## src/rtl/axi_rd_arbiter.sv

```systemverilog
// Round-robin arbiter sharing one AXI-style read channel between ICache, DCache and uncached loads.
// One burst in flight; the grant is held from the AR issue until the last R beat.
//   state  | meaning
//   S_IDLE | pick the next requester from rr_ptr and latch its payload
//   S_ADDR | drive AR until arready
//   S_DATA | route R beats to the granted requester until rlast
module axi_rd_arbiter #(
    parameter int NUM_REQ = 3,
    parameter int ADDR_W  = 32,
    parameter int DATA_W  = 32,
    parameter int LEN_W   = 4
) (
    input  logic                      clk,
    input  logic                      resetn,
    input  logic [NUM_REQ-1:0]        req_valid,
    input  logic [NUM_REQ*ADDR_W-1:0] req_addr,
    input  logic [NUM_REQ*LEN_W-1:0]  req_len,
    output logic [NUM_REQ-1:0]        req_ready,
    output logic [NUM_REQ-1:0]        resp_valid,
    output logic [DATA_W-1:0]         resp_data,
    output logic                      resp_last,
    output logic                      arvalid,
    output logic [ADDR_W-1:0]         araddr,
    output logic [LEN_W-1:0]          arlen,
    output logic [3:0]                arid,
    input  logic                      arready,
    input  logic                      rvalid,
    input  logic [DATA_W-1:0]         rdata,
    input  logic                      rlast,
    output logic                      rready,
    output logic                      len_err
);
    localparam int IDX_W = (NUM_REQ > 1) ? $clog2(NUM_REQ) : 1;

    typedef enum logic [1:0] {S_IDLE, S_ADDR, S_DATA} state_t;

    state_t             state_q, state_d;
    logic [IDX_W-1:0]   grant_q, grant_d;
    logic [IDX_W-1:0]   rr_ptr_q, rr_ptr_d;
    logic [LEN_W:0]     beat_cnt_q, beat_cnt_d;
    logic [ADDR_W-1:0]  araddr_q, araddr_d;
    logic [LEN_W-1:0]   arlen_q, arlen_d;

    logic               pick_found;
    logic [IDX_W-1:0]   pick_idx;
    logic [IDX_W-1:0]   cand;

    // First requesting index at or above rr_ptr, wrapping to 0.
    always_comb begin
        pick_found = 1'b0;
        pick_idx   = '0;
        cand       = '0;
        for (int i = 0; i < NUM_REQ; i++) begin
            if (int'(rr_ptr_q) + i >= NUM_REQ)
                cand = IDX_W'(int'(rr_ptr_q) + i - NUM_REQ);
            else
                cand = IDX_W'(int'(rr_ptr_q) + i);
            if (!pick_found && req_valid[cand]) begin
                pick_found = 1'b1;
                pick_idx   = cand;
            end
        end
    end

    always_comb begin
        state_d    = state_q;
        grant_d    = grant_q;
        rr_ptr_d   = rr_ptr_q;
        beat_cnt_d = beat_cnt_q;
        araddr_d   = araddr_q;
        arlen_d    = arlen_q;
        arvalid    = 1'b0;
        rready     = 1'b0;
        req_ready  = '0;
        resp_valid = '0;
        resp_data  = '0;
        resp_last  = 1'b0;
        len_err    = 1'b0;
        case (state_q)
            S_IDLE: begin
                if (pick_found) begin
                    grant_d  = pick_idx;
                    araddr_d = req_addr[int'(pick_idx)*ADDR_W +: ADDR_W];
                    arlen_d  = req_len[int'(pick_idx)*LEN_W +: LEN_W];
                    state_d  = S_ADDR;
                end
            end
            S_ADDR: begin
                arvalid = 1'b1;
                if (arready) begin
                    req_ready[grant_q] = 1'b1;
                    beat_cnt_d = '0;
                    rr_ptr_d   = (grant_q == IDX_W'(NUM_REQ - 1)) ? '0 : grant_q + 1'b1;
                    state_d    = S_DATA;
                end
            end
            S_DATA: begin
                rready    = 1'b1;
                resp_data = rdata;
                if (rvalid) begin
                    resp_valid[grant_q] = 1'b1;
                    if (beat_cnt_q != {(LEN_W+1){1'b1}})
                        beat_cnt_d = beat_cnt_q + 1'b1;
                    if (rlast) begin
                        resp_last = 1'b1;
                        // Count excludes the current beat, so a correct burst ends at beat_cnt == arlen.
                        len_err   = (beat_cnt_q != {1'b0, arlen_q});
                        state_d   = S_IDLE;
                    end
                end
            end
            default: state_d = S_IDLE;
        endcase
    end

    // Payload is only exposed while AR is valid so an idle channel reads as all zero.
    assign araddr = (state_q == S_ADDR) ? araddr_q : '0;
    assign arlen  = (state_q == S_ADDR) ? arlen_q : '0;
    assign arid   = (state_q == S_ADDR) ? 4'(grant_q) : 4'd0;

    always_ff @(posedge clk or negedge resetn) begin
        if (!resetn) begin
            state_q    <= S_IDLE;
            grant_q    <= '0;
            rr_ptr_q   <= '0;
            beat_cnt_q <= '0;
            araddr_q   <= '0;
            arlen_q    <= '0;
        end else begin
            state_q    <= state_d;
            grant_q    <= grant_d;
            rr_ptr_q   <= rr_ptr_d;
            beat_cnt_q <= beat_cnt_d;
            araddr_q   <= araddr_d;
            arlen_q    <= arlen_d;
        end
    end
endmodule

```

## config.mk

```make
export PLATFORM = sky130hd
export DESIGN_NAME = axi_rd_arbiter
export DESIGN_NICKNAME = d
export VERILOG_FILES = /design/src/rtl/axi_rd_arbiter.sv
export SDC_FILE = /design/constraint.sdc
export NUM_CORES = 1
export LEC_CHECK = 0
export ABC_AREA = 1
export CAP_MARGIN = 20
export CORE_ASPECT_RATIO = 1.25
export CORE_MARGIN = 5
export CORE_UTILIZATION = 29
export DETAILED_ROUTE_END_ITERATION = 12
export HOLD_SLACK_MARGIN = 0.03
export PLACE_DENSITY = 0.77
export SLEW_MARGIN = 20
export SYNTH_ARGS = -nofsm -noshare
export SYNTH_HDL_FRONTEND = slang
export SYNTH_SLANG_ARGS = --single-unit
```

## constraint.sdc

```tcl
create_clock -name clk -period 2.2 [get_ports clk]
set_clock_uncertainty 0.15 [all_clocks]
set_input_delay 0.33 -clock clk [delete_from_list [all_inputs] [get_ports clk]]
set_output_delay 0.33 -clock clk [all_outputs]
set_load 0.03 [all_outputs]
```

* Word level (Yosys, flattened, before mapping)
Cells that the tools add are included.
Cells by class: reduce and logical (&&, ||, !) cells 11, magnitude comparators 8, multiplexer cells 43, $add $sub $neg 7, equality and inequality tests 10, shift-type cells 2
Operators with widths (number):
- $shiftx A96 B8 Y32 | 1
- $mux W32 | 2
- $mux W2 | 12
- $mux W1 | 15
- $mux W5 | 3
- $lt A2 B3 Y1 const B | 4
- $mux W3 | 4
- $shiftx A12 B5 Y4 | 1
- $ne A2 B2 Y1 const B | 5
- $pmux W5 S2 | 1
- $reduce_and A4 Y1 | 2
- $bmux W1 S2 | 3
- $ge A3 B2 Y1 const B | 2
- $pmux W2 S3 | 1
- $add A5 B1 Y5 const B | 1
- $ne A5 B4 Y1 | 1
- $ne A5 B5 Y1 const B | 1
- $eq A2 B2 Y1 const B | 2
- $mux W4 | 1
- $reduce_and A2 Y1 | 2
- $sub A2 B1 Y2 const B | 2
- $add A2 B1 Y3 const B | 1
- $add A2 B2 Y3 const B | 1
- $logic_and A1 B1 Y1 | 3
- 9 further kinds | 10
Word-level totals: output and inout port bits 82, bits of input ports 148, logic and storage cells 87, register bits 47

* Logic depth before layout (Yosys ltp)
depth after elaboration 13, gate-level depth with buffers 16, depth with buffers taken out 15

* Worst setup path after synthesis
Ideal clock, no wire load.
path type register to output, start reg state_q[0], end out len_err, data required time 1.720 ns, setup slack -0.178 ns, cell stages (with the launch flop) 6, buffers on the path 1, arrival 1.898 ns, path through dfrtp_1 > or2_1 > buf_2 > inv_1 > nand2_1 > nor3_1
On the way: word-level cells in the longest chain between the ends 2
Ends and longest elaborated chain:
- from (decl) | line 37 | state_t state_q, state_d;
- from (signal assigned) | line 130 | state_q <= state_d;
- $eq A2 B2 Y1 | line 79 | case (state_q)
- $mux W1 | line 79
- to (decl) | line 31 | output logic len_err
No other way between the ends.

* Final worst setup path
start reg rr_ptr_q[1], end reg arlen_q[3]
On the way: word-level cells in the longest chain between the ends 12, elaborated cells between the ends (all ways) 29, those cells by class add/sub: 5; order compare: 3; shift: 1; mux: 15; reduce/logical: 5
Ends and longest elaborated chain:
- from (decl) | line 39 | logic [IDX_W-1:0] rr_ptr_q, rr_ptr_d;
- from (signal assigned) | line 132 | rr_ptr_q <= rr_ptr_d;
- parallel branches: the longest is 12 deep, another holds $add A2 B1 Y3
- to (signal assigned) | line 135 | arlen_q <= arlen_d;
- to (decl) | line 42 | logic [LEN_W-1:0] arlen_q, arlen_d;
Parallel ways; which one is timed is not known. The select of a mux whose other input is x is not followed. A chain may end at the register's enable or synchronous reset.

==> results by group <==
Status
  • Status: completed

Route
  • Starting DRT DRC Count: between 150 and 200
  • DRC viols: 0
  • 1st-pass router iterations: 5
  • DR vias: a little under 5k
  • Routed Antenna Nets: 0
  • Routed WL: 15940 um
  • Routed length per instance: between 15 and 20 um
  • Via density: between 4 and 5

Critical path
  • Top delay family on crit path: buffers and inverters
  • Critical Path End Type: flop
  • Crit path DAT: 2200 ps
  • Worst-path fanout max: 10
  • Critical Path Most Common Cell: a21oi_1
  • CP Buf/Inv Count: 4
  • Critical Path RT: approximately 2200 ps
  • Kind of critical path: reg -> reg
  • R2R Setup Slk: just under 30 ps
  • Critical-path cell list: inv_2 > ha_4 > buf_4 > nand2_1 > nand3_1 > a31oi_2 > nand2_2 > buf_6 > clkbuf_16 > a21oi_1 > a21oi_1
  • Crit path launch: rr_ptr_q[1]
  • Startpoint types: flop
  • FF-to-FF Start: rr_ptr_q[1]
  • Crit path max-delay cell type: dfrtp_1
  • Slowest stage delay, CP: ~440 ps

Synthesis
  • Seq/Total Area, Yosys: 29.30%
  • Post-Syn Area per Cell: 6.402 um2
  • Synthesized area: about 4000 um2
  • Post-synth EDFFs: 0
  • Ys Warns: 0
  • Ys async rst share: 100.0%
  • Library cells used by synthesis: 35
  • Ys flop type: dfrtp_1
  • Post-Synthesis Cells: 627
  • Count of state elements after synthesis: between 40 and 50

Clocking
  • CTS HTree Levels: 2
  • CTS buffer count: 5
  • Clock buffer depth: 2
  • Root Buffer: clkbuf_16
  • Clk sink count: between 40 and 50
  • Clk slew on worst S/H paths: around 70 ps
  • Skew-Pair Late Insertion Delay: between 200 and 300 ps
  • CTS tree: built

Placement
  • HPWL after DPL: 12030 um
  • IO Port Bufs: ~230
  • Placement-stage cell area: between 6000 and 7000 um2
  • Placer Congestion: about 0.85
  • Cell count after placement: about 1k

Layout
  • Antenna Cells: 0
  • Synth-to-layout area growth: 76.37%
  • Final nets: between 1k and 1.5k
  • Final Non-Filler Cells: about 1.0k
  • Share of cells above drive strength 1: 28.03%
  • Final Cell Area: around 7100 um2

STA
  • Max_slew headroom: between 60% and 70%
  • Worst-Margin Slew: around 560 ps
  • Setup TNS: 0 ps
  • Setup violators final: 0
  • Max Fclk: ~0.46 GHz
  • Fin crit share: approximately 100%
  • Final Hold Fails: 0
  • Max-slew violation count: 0
  • Minimum clock period: approximately 2200 ps
  • RSZ-0062 raised after global routing: yes

Pwr
  • Tot Pwr: around 11000 uW
  • Leak: 0.003741 uW
  • Peak supply drop: 0.6434 mV
  • Pwr Density: 1551 nW/um2

Global route
  • Vias in the first global route: between 4k and 5k
  • Largest net degree at the start of global routing: 34
  • All-Layer GR Usage: ~18%
  • Antenna violations before repair: 0
  • First-pass GRT wire length: between 20000 and 25000 um
  • Grt total ovfl: 0

Die
  • Die width: approximately 120 um
  • Core area: about 14000 um2
  • Die Footprint: ~16000 um2
  • Row count: between 40 and 50
  • Die H: roughly 140 um
  • Io pins: 230
  • Initial core utilization: a little under 30%

Min path
  • Worst min path class: reg -> reg
  • Hold path startpoint: araddr_q[3]

Flow run
  • Max-Cap Viols: 0
sequential cells by signal, summed over array words and instances, names as in the netlist:
name and flops:
arlen_q 4, state_q 2, beat_cnt_q 5, araddr_q 32, rr_ptr_q 2, grant_q 2
cell type report:
cell class	instances	area (um2)
fillers	1319	6614
repair buffers	271	2683
multi-input cells	382	2211
flip-flops and latches	47	1176
inverters	166	635.6
well taps	175	219.0
clock buffers	6	138.9
clock inverters	2	16.27
report_power, final:
part           internal, uW  total [uW]  switching, uW  leakage, uW
clock                   455         811            355    0.0000731
combinational          3610        8640           5020      0.00312
sequential             1290        1530            244     0.000547
total                  5360       11000           5620      0.00374
cell usage after synthesis (all sizes together) (3+ instances only):
| library cell | n | area [um2] |
|---|---|---|
| nor2 | 113 | 426.7 |
| buf | 24 | 187.7 |
| nand2 | 77 | 414.2 |
| clkbuf | 10 | 37.54 |
| inv | 166 | 625.6 |
| o21ai | 14 | 73.82 |
| ha | 6 | 75.07 |
| a21oi | 65 | 362.8 |
| nor3 | 3 | 15.01 |
| dfrtp | 47 | 1176 |
| nand3 | 81 | 460.5 |
| or2 | 3 | 18.77 |
| o211ai | 7 | 52.55 |
cell usage in the layout (no fill, tap or decap), types with 6 or more instances in the layout:
cell type	count
buf_12	18
nand3_2	14
o211ai_1	7
clkdlybuf4s50_1	146
clkbuf_2	26
o21ai_1	6
a21oi_1	45
nand3_1	65
a21oi_2	20
clkbuf_16	10
nor2_2	13
buf_4	65
nand2_1	34
inv_2	7
nand2_2	33
dfrtp_1	47
inv_1	156
o21ai_0	6
nand2_4	10
nor2_1	99
buf_6	7
what timing repair did:
action	4_1_cts	5_1_grt
hold buffers	1	0
endpoints found under the setup margin	69	64
pin swaps	0	16
resized for setup	37	110
gates cloned	0	6
endpoints found under the hold margin	21	0
buffers inserted	0	9
per-layer routing:
metal / track usage (%) / part of all wire, % / up-vias
li1: - / - / 2387
met1: 18.00 / 37 / 2241
met2: 33.05 / 51 / 221
met3: 4.480 / 8.7 / 35
met4: 7.293 / 3.4 / 0
met5: 0 / 0 / -
worst paths after layout:
kind | endpoint | cells after the start
setup reg to reg | arlen_q[3] | 11
hold / removal | araddr_q[3] | 2
max in group asynchronous | araddr_q[2] | 3
hold reg to reg | araddr_q[3] | 2
min in group asynchronous | araddr_q[22] | 2
setup / recovery | arlen_q[3] | 11
tightest hold or removal path, stage by stage (launching register included):
cell and delay, ps:
dfrtp_1 360, nor2_2 50, a21oi_2 80
logic make-up (layout without fill, tap and decap cells):
family	Yosys count	count (layout)	share of synthesized area, %
other	1	2	0.09343
and+or+nand+nor	281	282	34.29
DFF	47	47	29.30
buffers and inverters	200	445	21.20
adders and majority gates	6	6	1.870
AOI/OAI and AO/OA	92	92	13.25
per-stage QoR:
stage	hold WS (ps)	worst slack (ps)	util (%)
6_report	376.1	28.94	51.70
3_3_place_gp	206.3	-29.20	48.17
5_1_grt	397.7	-51.14	51.70
4_1_cts	374.9	-3.399	49.40
2_1_floorplan	-115.6	68.05	-
3_5_place_dp	198.8	-86.78	48.17
No activity file was read; power rests on OpenSTA's default activity.
